<file path="src/rtl/arith_pkg.sv">
// Shared arithmetic-datapath definitions: slice width and the serial
// subtractor state encoding.
package arith_pkg;

  localparam int SLICE_W = 4;

  typedef enum logic [1:0] {
    IDLE = 2'd0,
    BUSY = 2'd1,
    DONE = 2'd2
  } sub_state_t;

endpackage : arith_pkg

</file>
<file path="src/rtl/rca4.sv">
// 4-bit ripple-carry slice adder: {Cout, resultOUT} = operA + operB + Cin.
module RCA4 (
  input  logic       Cin,
  input  logic [3:0] operA,
  input  logic [3:0] operB,
  output logic [3:0] resultOUT,
  output logic       Cout
);

  logic [4:0] sum_s;

  // Full 5-bit sum so the carry falls out as the top bit.
  always_comb begin
    sum_s = {1'b0, operA} + {1'b0, operB} + {4'b0000, Cin};
  end

  assign resultOUT = sum_s[3:0];
  assign Cout      = sum_s[4];

endmodule : RCA4

</file>
<file path="src/rtl/rbs_serial_sub.sv">
// Digit-serial ripple-borrow subtractor. Computes operA - operB - Bin one
// 4-bit slice per clock, LSB slice first, as A + ~B + ~Bin through a single
// RCA4 slice. Valid/ready handshake on both input and output sides.
module rbs_serial_sub
  import arith_pkg::*;
#(
  parameter int N = 32
) (
  input  logic         clk,
  input  logic         rst_n,
  input  logic         in_valid,
  output logic         in_ready,
  input  logic [N-1:0] operA,
  input  logic [N-1:0] operB,
  input  logic         Bin,
  output logic         out_valid,
  input  logic         out_ready,
  output logic [N-1:0] resultOUT,
  output logic         Bout,
  output logic         zero,
  output logic         ovf
);

  localparam int SLICES = N / SLICE_W;
  localparam int CNT_W  = (SLICES > 1) ? $clog2(SLICES) : 1;
  localparam int SH_W   = CNT_W + 3;
  localparam logic [CNT_W-1:0] LAST_CNT = CNT_W'(SLICES - 1);

  // Reject widths that do not split into whole slices.
  generate
    if ((N < SLICE_W) || ((N % SLICE_W) != 0)) begin : g_bad_width
      $error("rbs_serial_sub: N must be a multiple of 4 and >= 4");
    end
  endgenerate

  sub_state_t          state_r;
  logic [CNT_W-1:0]    cnt_r;
  logic                carry_r;
  logic [N-1:0]        a_r;
  logic [N-1:0]        b_r;

  logic [SH_W-1:0]     sh_s;
  logic [SLICE_W-1:0]  a_sl_s;
  logic [SLICE_W-1:0]  b_sl_s;
  logic [SLICE_W-1:0]  s_s;
  logic                c_next_s;
  logic [N-1:0]        slice_mask_s;
  logic [N-1:0]        res_next_s;

  // Select the current slice of each operand and splice the new slice
  // sum into the result word.
  always_comb begin
    sh_s         = SH_W'(cnt_r) * SH_W'(SLICE_W);
    a_sl_s       = SLICE_W'(a_r >> sh_s);
    b_sl_s       = SLICE_W'(b_r >> sh_s);
    slice_mask_s = N'({SLICE_W{1'b1}}) << sh_s;
    res_next_s   = (resultOUT & ~slice_mask_s) | (N'(s_s) << sh_s);
  end

  // Subtraction as A + ~B + carry, carry seeded with ~Bin.
  RCA4 u_rca4 (
    .Cin       (carry_r),
    .operA     (a_sl_s),
    .operB     (~b_sl_s),
    .resultOUT (s_s),
    .Cout      (c_next_s)
  );

  assign in_ready = (state_r == IDLE);

  // Control FSM, slice counter, operand capture and registered results.
  always_ff @(posedge clk or negedge rst_n) begin
    if (!rst_n) begin
      state_r   <= IDLE;
      cnt_r     <= {CNT_W{1'b0}};
      carry_r   <= 1'b0;
      a_r       <= {N{1'b0}};
      b_r       <= {N{1'b0}};
      out_valid <= 1'b0;
      resultOUT <= {N{1'b0}};
      Bout      <= 1'b0;
      zero      <= 1'b0;
      ovf       <= 1'b0;
    end else begin
      case (state_r)
        IDLE: begin
          if (in_valid) begin
            a_r     <= operA;
            b_r     <= operB;
            carry_r <= ~Bin;
            cnt_r   <= {CNT_W{1'b0}};
            state_r <= BUSY;
          end
        end
        BUSY: begin
          resultOUT <= res_next_s;
          carry_r   <= c_next_s;
          cnt_r     <= cnt_r + {{(CNT_W-1){1'b0}}, 1'b1};
          if (cnt_r == LAST_CNT) begin
            Bout      <= ~c_next_s;
            ovf       <= (a_sl_s[SLICE_W-1] != b_sl_s[SLICE_W-1]) &&
                         (s_s[SLICE_W-1] != a_sl_s[SLICE_W-1]);
            zero      <= (res_next_s == {N{1'b0}});
            out_valid <= 1'b1;
            state_r   <= DONE;
          end
        end
        DONE: begin
          if (out_ready) begin
            out_valid <= 1'b0;
            state_r   <= IDLE;
          end
        end
        default: begin
          out_valid <= 1'b0;
          state_r   <= IDLE;
        end
      endcase
    end
  end

endmodule : rbs_serial_sub

</file>
<file path="config.mk">
export PLATFORM = sky130hd
export DESIGN_NAME = rbs_serial_sub
export DESIGN_NICKNAME = d
export VERILOG_FILES = /design/src/rtl/arith_pkg.sv /design/src/rtl/rca4.sv /design/src/rtl/rbs_serial_sub.sv
export SDC_FILE = /design/constraint.sdc
export NUM_CORES = 1
export LEC_CHECK = 0
export ABC_AREA = 1
export BUFFER_PORTS_ARGS = -buffer_cell sky130_fd_sc_hd__buf_2
export CORE_ASPECT_RATIO = 1.5
export CORE_MARGIN = 2
export CORE_UTILIZATION = 44
export CTS_CLUSTER_SIZE = 14
export DETAILED_ROUTE_END_ITERATION = 10
export PLACE_DENSITY = 0.72
export SKIP_LAST_GASP = 1
export SYNTH_ARGS = -nofsm -noshare
export SYNTH_HDL_FRONTEND = slang
export SYNTH_SLANG_ARGS = --single-unit
export TNS_END_PERCENT = 100
</file>
<file path="constraint.sdc">
create_clock -name clk -period 5.66 [get_ports clk]
set_clock_uncertainty 0.15 [all_clocks]
set_input_delay 1.415 -clock clk [delete_from_list [all_inputs] [get_ports clk]]
set_output_delay 1.415 -clock clk [all_outputs]
set_load 0.02 [all_outputs]
</file>
==> flow_metrics.env, run 1 <==
export IMPL_outcome="completed"
export IMPL_post_dp_cell_area_mm2=0.005886
export IMPL_ys_warnings_count=0
export IMPL_pwr_share_comb_pct=53.8
export IMPL_first_pass_iters=6
export IMPL_max_slew_margin_pct=34.27
export IMPL_place_hpwl_mm=9.638
export IMPL_finalMaxSlewViolations=0
export IMPL_synth_top_cell_by_area="dfrtp_1"
export IMPL_fillers=1195
export IMPL_dp_cells=923
export IMPL_final_layout_size_suffix_gt1_share_pct=17.45
export IMPL_end_kind="flop"
export IMPL_p_int_uw=2240
export IMPL_final_area_mm2=0.006203
export IMPL_fin_cells=938
export IMPL_power_density_mw_per_mm2=691.6
export IMPL_clk_pin_slew_worst_paths_ps=70
export IMPL_slowest_stage="fa_1"
export IMPL_cts_tree="yes"
export IMPL_via_count=4727
export IMPL_grt_max_degree=70
export IMPL_final_nets=861
export IMPL_antenna_found_initial=0
export IMPL_synth_distinct_cells=29
export IMPL_hold_viol_final=0
export IMPL_syn_nets=778
export IMPL_postRouteAntennaNets=0
export IMPL_n_antenna_cell=0
export IMPL_critPathMaxFanout=41
export IMPL_required_ps=5800
export IMPL_grt_pass1_vias=4519
export IMPL_hold_buffers=0
export IMPL_clockBufferDepth=2
export IMPL_seq_area_frac_synth_pct=49.80
export IMPL_gp_congestion=0.8830
export IMPL_cp_start_kind="flop"
export IMPL_ctsResizeCount=0
export IMPL_setup_violations_final=0
export IMPL_worstMarginPinSlew_ps=984.5
export IMPL_crit_arrival_ps=3680
export IMPL_crit_type="flop to flop"
export IMPL_synthCells=698
export IMPL_overflow=0
export IMPL_dieArea_mm2=0.01302
export IMPL_cts_root_buf="clkbuf_16"
export IMPL_viasPerCell=5.039
export IMPL_io_buffers=105
export IMPL_max_freq_mhz=282.8
export IMPL_max_stage_delay_ps=540
export IMPL_synthesis_area_mm2=0.005326
export IMPL_rsz0062_at_grt="false"
export IMPL_h_tree_depth=3
export IMPL_ios=106
export IMPL_cts_sinks=106
export IMPL_hp_class="flop to flop"
export IMPL_period_needed_ps=3536
export IMPL_tns_ps=0
export IMPL_synthDominantCellAreaShare_pct=49.80
export IMPL_num_rows=49
export IMPL_clk_latency_ps=350
export IMPL_first_iter_violations=264
export IMPL_ys_ff_latch=106
export IMPL_dieWidth_um=93.84
export IMPL_ir_drop_mv=0.3176
export IMPL_sw_frac_of_total_pct=47.79
export IMPL_p_seq_share_pct=30.6
export IMPL_start_util_pct=44.78
export IMPL_core_mm2=0.01189
export IMPL_pwr_share_clk_pct=15.6
export IMPL_wl_per_cell_um=14.43
export IMPL_p_leak_uw=0.003287
export IMPL_finalCritPeriodShare_pct=62.47
export IMPL_syn_avg_cell_area_um2=7.631
export IMPL_cts_setup_buffers=0
export IMPL_syn_to_final_growth_pct=16.47
export IMPL_cap_violations=0
export IMPL_grt_use_total_pct=21.82
export IMPL_die_h_um=138.8
export IMPL_grt_pass1_wl_mm=22.28
export IMPL_synthTopCellsByArea="dfrtp_1 50%, nand2_1 19%, o21ai_0 6.1%"
export IMPL_cts_made_buffers=9
export IMPL_drc=0
export IMPL_p_switching_uw=2051
export IMPL_crit_chain="inv_2, o21ai_0, o221ai_1, o21ai_0, fa_1, inv_1, fa_1, nand3_1, nor2_1, nor3_1, nand3_1, nor2_1, nand2_1, nor2_1, nand3_1, nand2_1"
export IMPL_wl_mm=13.53
## layout by cell type (no fill, tap or decap)
cell       count
nand2_1      275
dfrtp_1      106
buf_2        104
nor2_1        77
o21ai_0       65
inv_1         33
nand3_1       19
nand4_1       19
o22ai_1       12
a31oi_1        9
ha_1           9
clkbuf_16      9
buf_4          8
inv_2          6
o221ai_1       4
a21oi_1        4
o21ai_1        4
nand2_2        2
o21a_1         2
a22o_1         2
nor3_1         2
fa_1           2
clkinv_2       2
bufinv_16      2
nor2_2         1
and2_0         1
and2_1         1
o21bai_1       1
or2_2          1
o211ai_1       1
clkinv_4       1
clkbuf_8       1
## critical path: cells and delay by family, from the launching register on
kind                       cells  cell delay, ps
AOI/OAI and AO/OA              3             490
adders and majority gates      2             940
buffers and inverters          2             560
DFF                            1             400
and+or+nand+nor                9             920
## area by class of cell
| type | instances | area [µm²] | share of cell area, % |
|---|---|---|---|
| repair buffers | 112 | 580.6 | 9.359 |
| multi-input cells | 513 | 2315 | 37.31 |
| flip-flops and latches | 106 | 2653 | 42.76 |
| well taps | 153 | 191.4 | 3.086 |
| clock inverters | 5 | 78.83 | 1.271 |
| clock buffers | 10 | 239.0 | 3.852 |
| inverters | 39 | 146.4 | 2.360 |
## metal layers
metal,track usage (%),vias up,part of all wire [%]
met3,3.152,25,4.7
li1,-,2408,-
met2,36.62,136,52
met4,8.467,0,2.4
met5,0,-,0
met1,28.25,2158,41
## flip-flops by register name (all words and copies together) (netlist names)
signal	flops
a_r	32
b_r	32
resultOUT	32
cnt_r	3
state_r	2
Bout	1
carry_r	1
out_valid	1
ovf	1
zero	1
## kinds of logic after synthesis
family	Yosys count	synth area share, %
flip-flops	106	49.80
adder cells (fa/ha/maj)	11	2.866
AND/OR/NAND/NOR	398	29.67
buffers and inverters	79	6.789
AO/OA/AOI/OAI	104	10.88
## path summary, 6_finish.rpt
check | slack [ps] | from | depth (start not counted) | to
setup / recovery | 2120 | cnt_r[0]$_DFFE_PN0P_ | 16 | zero$_DFFE_PN0P_
hold / removal | 330 | b_r[6]$_DFFE_PN0P_ | 2 | b_r[6]$_DFFE_PN0P_
setup reg to reg | 2120 | cnt_r[0]$_DFFE_PN0P_ | 16 | zero$_DFFE_PN0P_
hold reg to reg | 330 | b_r[6]$_DFFE_PN0P_ | 2 | b_r[6]$_DFFE_PN0P_
max in group asynchronous | 3300 | rst_n | 2 | resultOUT[15]$_DFFE_PN0P_
min in group asynchronous | 1020 | rst_n | 1 | resultOUT[26]$_DFFE_PN0P_
## synth_stat cells
cell	number
inv_2	6
inv_1	33
o211ai_1	1
nand4_1	19
a21oi_1	4
o21a_1	2
o21ai_0	65
o21bai_1	1
nor3_1	2
a31oi_1	9
ha_1	9
nand2_2	1
dfrtp_1	106
buf_4	3
nor2_2	1
clkbuf_1	14
o22ai_1	12
nor2_1	77
buf_2	19
o221ai_1	4
or2_2	1
buf_6	4
nand3_1	19
fa_1	2
o21ai_1	4
and2_0	1
a22o_1	2
nand2_1	276
and2_1	1
## power groups by stage
stage / sequential, µW / clock (µW) / combinational, µW
3_5_place_dp: 1330 / 0 / 2290
4_1_cts: 1320 / 679 / 2310
5_1_grt: 1360 / 706 / 2620
2_1_floorplan: 1390 / 0 / 1610
3_3_place_gp: 1320 / 0 / 2250
6_report: 1310 / 669 / 2310
## per-stage QoR
step	hold slack (ps)	total power (µW)	setup slack, ps	utilization (%)
after floorplan	293.6	3005	2375	-
after global placement	308.1	3569	2227	49.48
after detailed placement	310.5	3618	2173	49.48
after CTS	328.5	4303	2144	52.16
after global routing	342.3	4683	1707	52.16
final	326.6	4290	2124	52.16
No activity file was read; power rests on OpenSTA's default activity.
==> run 2: changes to the inputs <==
Clock period 5.66 ns to 3.5 ns, I/O delays scaled along.
==> run 2 against run 1 <==
  * Sequential share of layout area down 0.51 points
  * Maximum frequency rose by 11%
  * Die area is the same
  * Combinational power increased by 66%
  * Critical path depth is the same
  * Via count increased by 3.3%
  * Clock power rose by 47%
  * Clock-buffer cell count is the same
  * Critical endpoint unchanged
  * Largest cell class unchanged
==> flow_metrics.env, run 2 (synthesized netlist as in run 1, its figures left out) <==
export IMPL_cts_made_buffers=9
export IMPL_holdWs_ps=330.7
export IMPL_antenna_found_initial=0
export IMPL_first_iter_violations=310
export IMPL_fillers=1185
export IMPL_final_common_cell="nand2_1"
export IMPL_h_tree_depth=3
export IMPL_finalMaxSlewViolations=0
export IMPL_num_rows=49
export IMPL_end_kind="flop"
export IMPL_r2r_end="zero$_DFFE_PN0P_"
export IMPL_io_buffers=105
export IMPL_post_dp_cell_area_mm2=0.005966
export IMPL_holdPathStages=2
export IMPL_drc=0
export IMPL_crit_chain="buf_12, o21ai_0, o221ai_1, o21ai_0, fa_1, inv_1, fa_2, nand3_1, nor2_1, nor3_1, nand3_1, nor2_1, nand2_1, nor2_1, nand3_1, nand2_1"
export IMPL_sw_frac_of_total_pct=48.54
export IMPL_finalCritPeriodShare_pct=91.02
export IMPL_tns_ps=0
export IMPL_die_h_um=138.8
export IMPL_final_cell_mix="275 x nand2_1, 104 x dfrtp_1, 104 x buf_2, 77 x nor2_1, 65 x o21ai_0"
export IMPL_rsz0062_at_grt="false"
export IMPL_grt_max_degree=68
export IMPL_cp_depth=16
export IMPL_start_util_pct=44.78
export IMPL_grt_pass1_wl_mm=23.09
export IMPL_required_ps=3640
export IMPL_hp_class="flop to flop"
export IMPL_max_slew_margin_pct=58.05
export IMPL_largestRegisters="a_r (32), b_r (32), resultOUT (32)"
export IMPL_power_density_mw_per_mm2=1114
export IMPL_postRouteAntennaNets=0
export IMPL_p_seq_share_pct=31.2
export IMPL_p_switching_uw=3400
export IMPL_period_needed_ps=3186
export IMPL_reg2reg_slack_ps=310
export IMPL_max_freq_mhz=313.9
export IMPL_first_pass_iters=5
export IMPL_place_hpwl_mm=10.20
export IMPL_dieWidth_um=93.84
export IMPL_reg2reg_from="cnt_r[0]$_DFFE_PN0P_"
export IMPL_cts_sinks=106
export IMPL_final_area_mm2=0.006285
export IMPL_p_int_uw=3604
export IMPL_critPathBufInv=2
export IMPL_cpLargestDelayFamily="adder cells"
export IMPL_r2r_cells=16
export IMPL_n_antenna_cell=0
export IMPL_max_stage_delay_ps=510
export IMPL_p_leak_uw=0.003326
export IMPL_cts_root_buf="clkbuf_16"
export IMPL_fin_ws_ps=314.4
export IMPL_grt_pass1_vias=4704
export IMPL_dieArea_mm2=0.01302
export IMPL_syn_to_final_growth_pct=17.99
export IMPL_hold_viol_final=0
export IMPL_gp_congestion=0.8934
export IMPL_crit_arrival_ps=3330
export IMPL_cp_start_kind="flop"
export IMPL_overflow=0
export IMPL_clk_latency_ps=350
export IMPL_ios=106
export IMPL_core_mm2=0.01189
export IMPL_via_count=4885
export IMPL_cp_endpoint="zero$_DFFE_PN0P_"
export IMPL_pwr_share_comb_pct=54.8
export IMPL_hold_buffers=0
export IMPL_pwr_share_clk_pct=14.0
export IMPL_cts_tree="yes"
export IMPL_cts_setup_buffers=0
export IMPL_outcome="completed"
export IMPL_critPathMaxFanout=27
export IMPL_final_nets=871
export IMPL_wl_per_cell_um=14.91
export IMPL_final_util_pct=52.84
export IMPL_ir_drop_mv=0.4895
export IMPL_grt_use_total_pct=22.30
export IMPL_crit_type="flop to flop"
export IMPL_final_layout_size_suffix_gt1_share_pct=18.97
export IMPL_wl_mm=14.15
export IMPL_clk_pin_slew_worst_paths_ps=70
export IMPL_cap_violations=0
export IMPL_setup_violations_final=0
export IMPL_clockBufferDepth=2
export IMPL_crit_path_start="cnt_r[0]$_DFFE_PN0P_"
export IMPL_pre_cts_slack_ps=260.3
export IMPL_viasPerCell=5.148
export IMPL_slowest_stage="fa_2"
export IMPL_worstMarginPinSlew_ps=629.2
run 2: changes by cell type in the layout (fill, tap and decap cells not counted), sizes merged:
cell / before / now
buf: 112 / 121
inv: 39 / 42
bufinv: 2 / 0
clkbuf: 10 / 11
clkinv: 3 / 2
clkinvlp: 0 / 1
run 2: layer usage:
layer / routed length [µm] / GRT usage, % / share of wire, % / up-vias
met1: 5843 / 28.72 / 41 / 2244
met2: 7202 / 38.08 / 51 / 186
met4: 348 / 7.857 / 2.5 / 0
met5: 0 / 0 / 0 / -
li1: - / - / - / 2427
met3: 759 / 3.043 / 5.4 / 28
run 2: worst reg2reg max path, stage by stage (launching register included):
cell and delay (ps):
dfrtp_2 440, buf_12 180, o21ai_0 110, o221ai_1 180, o21ai_0 140, fa_1 420
inv_1 100, fa_2 510, nand3_1 140, nor2_1 60, nor3_1 210, nand3_1 100
nor2_1 110, nand2_1 50, nor2_1 90, nand3_1 80, nand2_1 50
run 2: cell type report:
type / instances / area (µm²) / share of cell area [%]
Multi-Input combinational cell: 513 / 2317 / 36.87
Tap cell: 153 / 191.4 / 3.046
Timing Repair Buffer: 122 / 685.7 / 10.91
Clock inverter: 6 / 47.55 / 0.7565
Inverter: 39 / 148.9 / 2.369
Clock buffer: 10 / 239.0 / 3.803
Sequential cell: 106 / 2655 / 42.25
run 2: worst min path at each step:
stage                                   start                  end
after floorplan           a_r[11]$_DFFE_PN0P_  a_r[11]$_DFFE_PN0P_
after global placement    b_r[11]$_DFFE_PN0P_  b_r[11]$_DFFE_PN0P_
after detailed placement  a_r[20]$_DFFE_PN0P_  a_r[20]$_DFFE_PN0P_
after CTS                 a_r[20]$_DFFE_PN0P_  a_r[20]$_DFFE_PN0P_
after global routing       b_r[6]$_DFFE_PN0P_   b_r[6]$_DFFE_PN0P_
final                     a_r[20]$_DFFE_PN0P_  a_r[20]$_DFFE_PN0P_
run 2: power by group through the flow:
stage	combinational (µW)	sequential, µW	clock, µW
global route	4290	2250	1050
floorplan	2610	2250	0
finish	3840	2190	981
global placement	3660	2200	0
CTS	3760	2180	997
detailed placement	3730	2200	0
run 2: metrics by stage:
step | total power [µW] | instances
after floorplan | 4859 | 698
final | 7004 | 949
after detailed placement | 5929 | 932
after global placement | 5856 | 932
after CTS | 6938 | 948
after global routing | 7592 | 949
run 2: repair_timing:
item	in CTS	in global routing
endpoints found under the hold margin	0	0
endpoints found under the setup margin	0	1
resized for setup	0	5
==> run 3: changes to the inputs <==
Settings changed: SYNTH_HIERARCHICAL set to 1.
==> run 3 against run 2 <==
  * Critical path depth increased by 2
  * Critical path type unchanged
  * Power is 5.2% higher
  * Via count grew 3.0%
  * Final area is 3.2% higher
==> flow_metrics.env, run 3 <==
export IMPL_largestRegisters="a_r (32), b_r (32), resultOUT (32)"
export IMPL_grt_max_degree=67
export IMPL_place_hpwl_mm=10.07
export IMPL_required_ps=3600
export IMPL_outcome="completed"
export IMPL_cap_violations=0
export IMPL_synthCells=749
export IMPL_start_util_pct=45.31
export IMPL_fillers=1204
export IMPL_synthTopCellsByArea="dfrtp_1 48%, nand2_1 22%, nor2_1 6.1%"
export IMPL_final_layout_size_suffix_gt1_share_pct=18.14
export IMPL_ios=106
export IMPL_synth_top_cell_by_area="dfrtp_1"
export IMPL_postRouteAntennaNets=0
export IMPL_power_density_mw_per_mm2=1135
export IMPL_syn_avg_cell_area_um2=7.307
export IMPL_cts_root_buf="clkbuf_16"
export IMPL_finalCritPeriodShare_pct=89.46
export IMPL_max_freq_mhz=319.4
export IMPL_syn_to_final_growth_pct=18.56
export IMPL_seq_area_frac_synth_pct=48.47
export IMPL_ys_ff_latch=106
export IMPL_rsz0062_at_grt="false"
export IMPL_fin_ws_ps=368.9
export IMPL_dieArea_mm2=0.01336
export IMPL_crit_type="flop to flop"
export IMPL_h_tree_depth=3
export IMPL_cts_tree="yes"
export IMPL_synthTopCellsByCount="322 x nand2_1, 106 x dfrtp_1, 89 x nor2_1, 49 x o21ai_0, 36 x inv_1"
export IMPL_grt_pass1_wl_mm=22.82
export IMPL_setup_violations_final=0
export IMPL_wl_per_cell_um=13.96
export IMPL_hold_viol_final=0
export IMPL_clk_latency_ps=350
export IMPL_viasPerCell=5.023
export IMPL_critPathMaxFanout=37
export IMPL_first_iter_violations=237
export IMPL_gp_congestion=0.8950
export IMPL_cts_sinks=106
export IMPL_via_count=5033
export IMPL_cts_made_buffers=9
export IMPL_period_needed_ps=3131
export IMPL_synth_async_sr_flop_share_pct=100.0
export IMPL_ys_warnings_count=6
export IMPL_antenna_found_initial=0
export IMPL_clockBufferDepth=2
export IMPL_dieWidth_um=95.06
export IMPL_finalMaxSlewViolations=0
export IMPL_clk_pin_slew_worst_paths_ps=70
export IMPL_core_mm2=0.01208
export IMPL_drc=0
export IMPL_gr_max_usage_layer="met2"
export IMPL_synth_distinct_cells=31
export IMPL_pre_cts_slack_ps=329.0
export IMPL_synth_edf_count=0
export IMPL_final_nets=924
export IMPL_io_buffers=105
export IMPL_ir_drop_mv=0.5559
export IMPL_synth_most_common_cell="nand2_1"
export IMPL_cp_start_kind="flop"
export IMPL_final_cell_mix="320 x nand2_1, 106 x dfrtp_1, 104 x buf_2, 89 x nor2_1, 49 x o21ai_0"
export IMPL_final_common_cell="nand2_1"
export IMPL_first_pass_iters=5
export IMPL_grt_pass1_vias=4850
export IMPL_crit_arrival_ps=3230
export IMPL_worstMarginPinSlew_ps=641.6
export IMPL_wl_mm=13.98
export IMPL_overflow=0
export IMPL_die_h_um=140.6
export IMPL_use_met1_pct=25.94
export IMPL_num_rows=49
export IMPL_use_met3_pct=3.795
export IMPL_end_kind="flop"
export IMPL_synth_flop_cell="dfrtp_1"
export IMPL_synthDominantCellAreaShare_pct=48.47
export IMPL_syn_nets=829
export IMPL_tns_ps=0
export IMPL_max_slew_margin_pct=57.23
export IMPL_holdWs_ps=328.5
export IMPL_n_antenna_cell=0
export IMPL_hp_class="flop to flop"
export IMPL_p_leak_uw=0.003483
export IMPL_met2_usage_pct=37.55
export IMPL_grt_use_total_pct=21.88
export IMPL_synthesis_area_mm2=0.005473
run 3: metrics by stage:
| step | total power [µW] | area, µm² | instances | utilization, % |
|---|---|---|---|---|
| after global routing | 8043 | 6489 | 1002 | 53.72 |
| after detailed placement | 6289 | 6137 | 981 | 50.81 |
| after global placement | 6213 | 6137 | 981 | 50.81 |
| after floorplan | 5084 | 5473 | 749 | - |
| after CTS | 7285 | 6426 | 997 | 53.21 |
| final | 7366 | 6489 | 1002 | 53.72 |
run 3: cells by family after synthesis:
| logic type | Yosys count | share of synthesized area (%) |
|---|---|---|
| DFF | 106 | 48.47 |
| adders and majority gates | 11 | 2.789 |
| AOI/OAI and AO/OA | 80 | 8.116 |
| xor gates and xnor gates | 1 | 0.1601 |
| and+or+nand+nor | 468 | 34.11 |
| buffers and inverters | 83 | 6.356 |
run 3: metal layers:
metal	vias up	share of wire [%]
met2	149	53
met5	-	0
li1	2562	-
met4	0	3.4
met1	2293	40
met3	29	4.0
run 3: timing repair:
item                                    4_1_cts  5_1_grt
gates resized for setup                       0        5
buffers inserted                              0        5
endpoints found under the setup margin        0        1
hold buffers                                  0        0
run 3: path summary, 6_finish.rpt:
path,from,to,slack [ps],cells past startpoint
worst min register to register,a_r[9]$_DFFE_PN0P_,a_r[9]$_DFFE_PN0P_,330,2
max in group asynchronous,rst_n,b_r[2]$_DFFE_PN0P_,2100,2
worst min-delay path,a_r[9]$_DFFE_PN0P_,a_r[9]$_DFFE_PN0P_,330,2
min in group asynchronous,rst_n,a_r[12]$_DFFE_PN0P_,390,1
worst max-delay path,cnt_r[0]$_DFFE_PN0P_,zero$_DFFE_PN0P_,370,18
worst max register to register,cnt_r[0]$_DFFE_PN0P_,zero$_DFFE_PN0P_,370,18
run 3: critical path, stage by stage, from the launching register on:
cell and delay [ps]:
dfrtp_1 430, buf_6 210, o21ai_0 180, o22ai_1 90, nand2_1 60, nand2_1 70
fa_1 460, inv_1 90, fa_1 410, inv_1 240, nand3_1 150, nor2_1 130
nor2_1 60, nand2_1 60, nor2_1 40, nand2_1 60, nor2_1 40, nand2_1 50
nand2_1 40
run 3: where the power goes:
group	internal, µW	switching (µW)
combinational	1460	2780
clock	509	472
sequential	1780	364
total	3750	3620
run 3: area by class of cell:
type	instances	area (µm²)	share of cell area (%)
Clock inverter	6	50.05	0.7713
Tap cell	153	191.4	2.950
Clock buffer	10	239.0	3.683
Sequential cell	106	2653	40.88
Timing Repair Buffer	127	721.9	11.13
Inverter	40	156.4	2.410
Multi-Input combinational cell	560	2477	38.18
